--- config.mk ---
export PLATFORM = sky130hd
export DESIGN_NAME = logic_slice_seq
export DESIGN_NICKNAME = d
export VERILOG_FILES = /design/src/rtl/alu_pkg.sv /design/src/rtl/logic_slice.sv /design/src/rtl/nand_wordgate.sv /design/src/rtl/logic_slice_seq.sv
export SDC_FILE = /design/constraint.sdc
export NUM_CORES = 1
export LEC_CHECK = 0
export BUFFER_PORTS_ARGS = -buffer_cell sky130_fd_sc_hd__buf_2
export CORE_MARGIN = 2
export CORE_UTILIZATION = 56
export CTS_CLUSTER_DIAMETER = 80
export DETAILED_ROUTE_END_ITERATION = 10
export PLACE_DENSITY = 0.9
export SKIP_LAST_GASP = 1
export SLEW_MARGIN = 20
export SYNTH_ARGS = -nofsm -noshare
export SYNTH_HDL_FRONTEND = slang
export SYNTH_HIERARCHICAL = 1
export SYNTH_SLANG_ARGS = --single-unit
--- constraint.sdc ---
create_clock -name clk -period 8.05 [get_ports clk]
set_clock_uncertainty 0.1 [all_clocks]
set_input_delay 0 -clock clk [delete_from_list [all_inputs] [get_ports clk]]
set_output_delay 0 -clock clk [all_outputs]
set_load 0.02 [all_outputs]
--- src/rtl/alu_pkg.sv ---
// Shared ALU definitions: logic op codes, sequencer state encoding and a
// counter-width helper.
package alu_pkg;

  localparam logic [2:0] OP_AND  = 3'b000;
  localparam logic [2:0] OP_OR   = 3'b001;
  localparam logic [2:0] OP_XOR  = 3'b010;
  localparam logic [2:0] OP_NAND = 3'b011;
  localparam logic [2:0] OP_NOR  = 3'b100;
  localparam logic [2:0] OP_XNOR = 3'b101;
  localparam logic [2:0] OP_NOT  = 3'b110;
  localparam logic [2:0] OP_PASS = 3'b111;

  typedef enum logic [1:0] {
    S_IDLE = 2'b00,
    S_RUN  = 2'b01,
    S_DONE = 2'b10
  } state_e;

  // A single-slice configuration still needs a 1-bit counter.
  function automatic int unsigned cnt_width(input int unsigned n);
    return (n > 1) ? $clog2(n) : 1;
  endfunction

endpackage

--- src/rtl/logic_slice.sv ---
// Combinational slice datapath: every logic function is formed from
// nand_wordgate instances, then one of them is selected by op.
module logic_slice
  import alu_pkg::*;
#(
  parameter int unsigned W = 16
) (
  input  logic [2:0]   op,
  input  logic [W-1:0] a,
  input  logic [W-1:0] b,
  output logic [W-1:0] y
);

  logic [W-1:0] na, nb, t, at, bt, f_and, f_or, f_xor, f_nor, f_xnor, f_pass;

  // Inverters are NANDs with both inputs tied together.
  nand_wordgate #(.W(W)) u_na   (.a(a),     .b(a),     .y(na));
  nand_wordgate #(.W(W)) u_nb   (.a(b),     .b(b),     .y(nb));
  nand_wordgate #(.W(W)) u_t    (.a(a),     .b(b),     .y(t));
  nand_wordgate #(.W(W)) u_and  (.a(t),     .b(t),     .y(f_and));
  nand_wordgate #(.W(W)) u_or   (.a(na),    .b(nb),    .y(f_or));
  nand_wordgate #(.W(W)) u_nor  (.a(f_or),  .b(f_or),  .y(f_nor));
  // Classic four-NAND XOR built on the shared t = ~(a & b).
  nand_wordgate #(.W(W)) u_at   (.a(a),     .b(t),     .y(at));
  nand_wordgate #(.W(W)) u_bt   (.a(b),     .b(t),     .y(bt));
  nand_wordgate #(.W(W)) u_xor  (.a(at),    .b(bt),    .y(f_xor));
  nand_wordgate #(.W(W)) u_xnor (.a(f_xor), .b(f_xor), .y(f_xnor));
  nand_wordgate #(.W(W)) u_pass (.a(na),    .b(na),    .y(f_pass));

  // Select the requested function.
  always_comb begin
    y = '0;
    unique case (op)
      OP_AND:  y = f_and;
      OP_OR:   y = f_or;
      OP_XOR:  y = f_xor;
      OP_NAND: y = t;
      OP_NOR:  y = f_nor;
      OP_XNOR: y = f_xnor;
      OP_NOT:  y = na;
      OP_PASS: y = f_pass;
    endcase
  end

endmodule

--- src/rtl/nand_wordgate.sv ---
// Word-wide two-input NAND gate; the only primitive used by logic_slice.
module nand_wordgate #(
  parameter int unsigned W = 16
) (
  input  logic [W-1:0] a,
  input  logic [W-1:0] b,
  output logic [W-1:0] y
);

  assign y = ~(a & b);

endmodule

--- src/rtl/logic_slice_seq.sv ---
// Multi-cycle bitwise logic unit: captures an operation, evaluates it one
// SW-bit slice per cycle through logic_slice, then presents a registered
// result with a one-cycle done pulse. W must be a multiple of SW.
// Optional zero/neg result flags are built when LOGIC_FLAGS_EN is defined.
module logic_slice_seq
  import alu_pkg::*;
#(
  parameter int unsigned W  = 64,
  parameter int unsigned SW = 16
) (
  input  logic         clk,
  input  logic         rst,
  input  logic         start,
  input  logic [2:0]   op,
  input  logic [W-1:0] in_0,
  input  logic [W-1:0] in_1,
  output logic         ready,
  output logic         busy,
  output logic         done,
  output logic [W-1:0] out
`ifdef LOGIC_FLAGS_EN
  ,
  output logic         zero,
  output logic         neg
`endif
);

  localparam int unsigned NSLICE = W / SW;
  localparam int unsigned CntW   = cnt_width(NSLICE);
  localparam logic [CntW-1:0] LastCnt = CntW'(NSLICE - 1);

  state_e        state_q, state_d;
  logic [CntW-1:0] cnt_q, cnt_d;
  logic [2:0]    op_q, op_d;
  logic [W-1:0]  a_q, a_d, b_q, b_d;
  logic [W-1:0]  acc_q, acc_d;
  logic [W-1:0]  out_q, out_d;
  logic          ready_q, ready_d, busy_q, busy_d, done_q, done_d;
`ifdef LOGIC_FLAGS_EN
  logic          zero_q, zero_d, neg_q, neg_d;
`endif

  int unsigned   slice_lo;
  logic [SW-1:0] slice_y;

  // Bit offset of the slice handled this cycle.
  always_comb begin
    slice_lo = SW * 32'(cnt_q);
  end

  logic_slice #(.W(SW)) u_slice (
    .op (op_q),
    .a  (a_q[slice_lo +: SW]),
    .b  (b_q[slice_lo +: SW]),
    .y  (slice_y)
  );

  // Next-state logic: capture, per-slice accumulation and result load.
  always_comb begin
    state_d = state_q;
    cnt_d   = cnt_q;
    op_d    = op_q;
    a_d     = a_q;
    b_d     = b_q;
    acc_d   = acc_q;
    out_d   = out_q;
`ifdef LOGIC_FLAGS_EN
    zero_d  = zero_q;
    neg_d   = neg_q;
`endif
    case (state_q)
      S_IDLE: begin
        if (start) begin
          op_d    = op;
          a_d     = in_0;
          b_d     = in_1;
          cnt_d   = '0;
          state_d = S_RUN;
        end
      end
      S_RUN: begin
        acc_d[slice_lo +: SW] = slice_y;
        if (cnt_q == LastCnt) begin
          // Load from acc_d so the final slice is included.
          out_d   = acc_d;
`ifdef LOGIC_FLAGS_EN
          zero_d  = (acc_d == '0);
          neg_d   = acc_d[W-1];
`endif
          state_d = S_DONE;
        end else begin
          cnt_d = cnt_q + CntW'(1);
        end
      end
      S_DONE:  state_d = S_IDLE;
      default: state_d = S_IDLE;
    endcase
    // Status outputs are registered, so derive them from the next state.
    ready_d = (state_d == S_IDLE);
    busy_d  = (state_d != S_IDLE);
    done_d  = (state_d == S_DONE);
  end

  // State and output registers; reset aborts any operation in flight.
  always_ff @(posedge clk or posedge rst) begin
    if (rst) begin
      state_q <= S_IDLE;
      cnt_q   <= '0;
      op_q    <= '0;
      a_q     <= '0;
      b_q     <= '0;
      acc_q   <= '0;
      out_q   <= '0;
      ready_q <= 1'b1;
      busy_q  <= 1'b0;
      done_q  <= 1'b0;
`ifdef LOGIC_FLAGS_EN
      zero_q  <= 1'b0;
      neg_q   <= 1'b0;
`endif
    end else begin
      state_q <= state_d;
      cnt_q   <= cnt_d;
      op_q    <= op_d;
      a_q     <= a_d;
      b_q     <= b_d;
      acc_q   <= acc_d;
      out_q   <= out_d;
      ready_q <= ready_d;
      busy_q  <= busy_d;
      done_q  <= done_d;
`ifdef LOGIC_FLAGS_EN
      zero_q  <= zero_d;
      neg_q   <= neg_d;
`endif
    end
  end

  assign ready = ready_q;
  assign busy  = busy_q;
  assign done  = done_q;
  assign out   = out_q;
`ifdef LOGIC_FLAGS_EN
  assign zero  = zero_q;
  assign neg   = neg_q;
`endif

endmodule

==> impl_metrics.yaml <==
outcome:
  status: "complete, no violations"
critical_path:
  crit_required_ns: 8.40
  slowest_delay_ns: 0.95
  critPathSlowestCell: "a31oi_1"
  crit_type: "reg2reg"
  startpoint_type: "register"
  crit_buf_inv: 1
  crit_top_cell: "nand2_1"
  cp_top_family: "compound AO/OA/AOI/OAI gates"
  cp.arrival_ns: 4.31
  endpoint_kind: "register"
  path_cells: "buf_4, mux4_2, nand2_1, nand2_1, nand2_1, nand2b_1, a22oi_1, a31oi_1, nand4_1, a31oi_1"
  crit_fanout: 32
timing:
  fin_crit_ns: 3.96
  rsz0062_at_grt: "no"
  finalHoldViolCount: 0
  fin_setup_tns_ns: 0
  max_freq_mhz: 252
  tightest_slew_ns: 1.23
  finalSetupViolCount: 0
  slew_viol_final: 0
  finalCritPeriodShare_pct: 49.2
  max_slew_margin_pct: 17.7
final_layout:
  postLayoutCoreUtil_pct: 71.8
  drive_gt1_share_pct: 30.8
  syn2layout_area_growth_pct: 26.5
  final_nets: 1542
  final_common_cell: "dfrtp_1"
  final_cell_mix: "248 x dfrtp_1, 201 x nand2_1, 200 x buf_2, 133 x mux2_2, 132 x dlygate4sd3_1"
clock_network:
  htree_num_levels: 1
  clockRootBuffer: "clkbuf_16"
  hold_buffers: 132
  clk_latency_ns: 0.54
  cts.sinks: 250
  tritoncts: "yes"
  cts_setup_buffers: 0
  cts-buffers-inserted: 26
  clock_path_buffers: 3
  ctsResizeCount: 0
  worst_setup_hold_path_clk_slew_ns: 0.07
synth:
  synth-edff-count: 0
  synth-seq-area-share_pct: 50.7
  syn_area_um2: 12400
  ys_async_sr_fraction_pct: 100
  ys_warn_count: 6
  avgSynthCellArea_um2: 11.0
  postSynthCellCount: 1124
  synth.distinct_cells: 47
  syn-num-nets: 1263
  ys_ff_latch: 250
  synth-main-ff-cell: "dfrtp_1"
route:
  met1Wirelength_um: 13700
  dr.pass1.iters: 6
  ant_nets: 0
  drc_errors: 0
  wl_um: 39400
  wl_met3_um: 3420
  first_iter_violations: 1248
  vias: 10638
  via_per_inst: 6.24
  wl_per_cell_um: 23.1
  wl_met2_um: 19300
  top_layer: "met5"
floorplan:
  fp.dieH_um: 153
  initial_core_util_pct: 56.8
  pin_count: 201
  fp.dieW_um: 153
  die_area_um2: 23300
  core.rowCount: 54
  coreArea_um2: 21800
global_routing:
  grt-ovfl-total: 0
  grt_pass1_vias: 10643
  grt_start_max_net_pins: 119
  grt_pass1_wl_um: 60900
  grtUsageTotal_pct: 33.7
  antenna_found_initial: 3
min_path:
  hp-class: "in2async"
placed_design:
  numPortBuffers: 200
  place_congestion: 0.868
  dp_hpwl_um: 21100
job:
  cap_viol_max_count: 0
power:
  pwr_density_cell_nw_per_um2: 505
  irDropWorstVdd_uv: 362
  power.total_mw: 7.90
  leakage_nw: 7.23
per-stage QoR:
step	hold WS, ns	cells	setup WS (ns)	area [um^2]
2_1_floorplan	0.0516	1124	1.08	12400
3_3_place_gp	0.113	1523	4.30	13300
3_5_place_dp	0.117	1523	4.15	13300
4_1_cts	0.122	1703	4.14	15600
5_1_grt	0.128	1704	3.89	15600
6_report	0.0339	1705	4.09	15600
cell usage after synthesis (23+ instances only):
master	n	area share [%]
a21oi_1	41	1.7
a31oi_1	28	1.4
nand2_1	201	6.1
clkbuf_1	38	1.2
nor2_1	87	2.6
a22o_1	65	4.6
nand2b_1	33	1.7
mux2_2	133	12
dfrtp_1	249	50
nand3_1	25	1.0
mux4_2	30	5.5
a22oi_1	23	1.4
buf_2	30	1.2
flip-flops by register name (all words and copies together), names as in the netlist:
register,flops
state_q,2
cnt_q,2
a_q,64
ready,1
busy,1
done,1
op_q,3
acc_q,48
out,64
b_q,64
cells by family after synthesis:
family / count (synthesis) / synth area share (%)
adder cells (fa/ha/maj): 5 / 0.506
flip-flops: 250 / 50.7
AND/OR/NAND/NOR: 388 / 14.1
AO/OA/AOI/OAI: 196 / 11.3
multiplexers: 180 / 19.2
buffers and inverters: 105 / 4.20
worst register-to-register path, cell delays in order (launching register included):
cell,delay [ns]
dfrtp_2,0.46
buf_4,0.57
mux4_2,0.71
nand2_1,0.21
nand2_1,0.11
nand2_1,0.15
nand2b_1,0.13
a22oi_1,0.09
a31oi_1,0.95
nand4_1,0.18
a31oi_1,0.21
layer usage:
metal,vias up,track usage [%]
met5,-,0
met4,2,20.1
met3,217,7.68
met1,5109,39.4
met2,738,56.9
li1,4572,-
report_power, final:
group	switching (mW)	total (mW)	internal [mW]
Sequential	0.476	2.30	1.83
Combinational	2.67	4.24	1.57
Clock	0.546	1.35	0.800
path summary, 6_finish.rpt:
check	cells after the start	from	end	slack [ns]
max reg2reg	10	cnt_q[0]	out[19]	4.09
min reg2reg	2	out[2]	out[2]	0.39
min in group clk	3	in_1[60]	b_q[60]	0.12
max in group asynchronous	5	rst	a_q[6]	5.56
min	3	rst	out[2]	0.03
max	10	cnt_q[0]	out[19]	4.09
final cells by class:
cell class	count	area, um^2
Inverter	13	57.6
Antenna cell	2	5.00
Clock inverter	13	181
Multi-Input combinational cell	769	5600
Fill cell	1341	6130
Clock buffer	35	766
Timing Repair Buffer	343	2400
Sequential cell	250	6260
Tap cell	280	350
No activity file was read; power rests on OpenSTA's default activity.
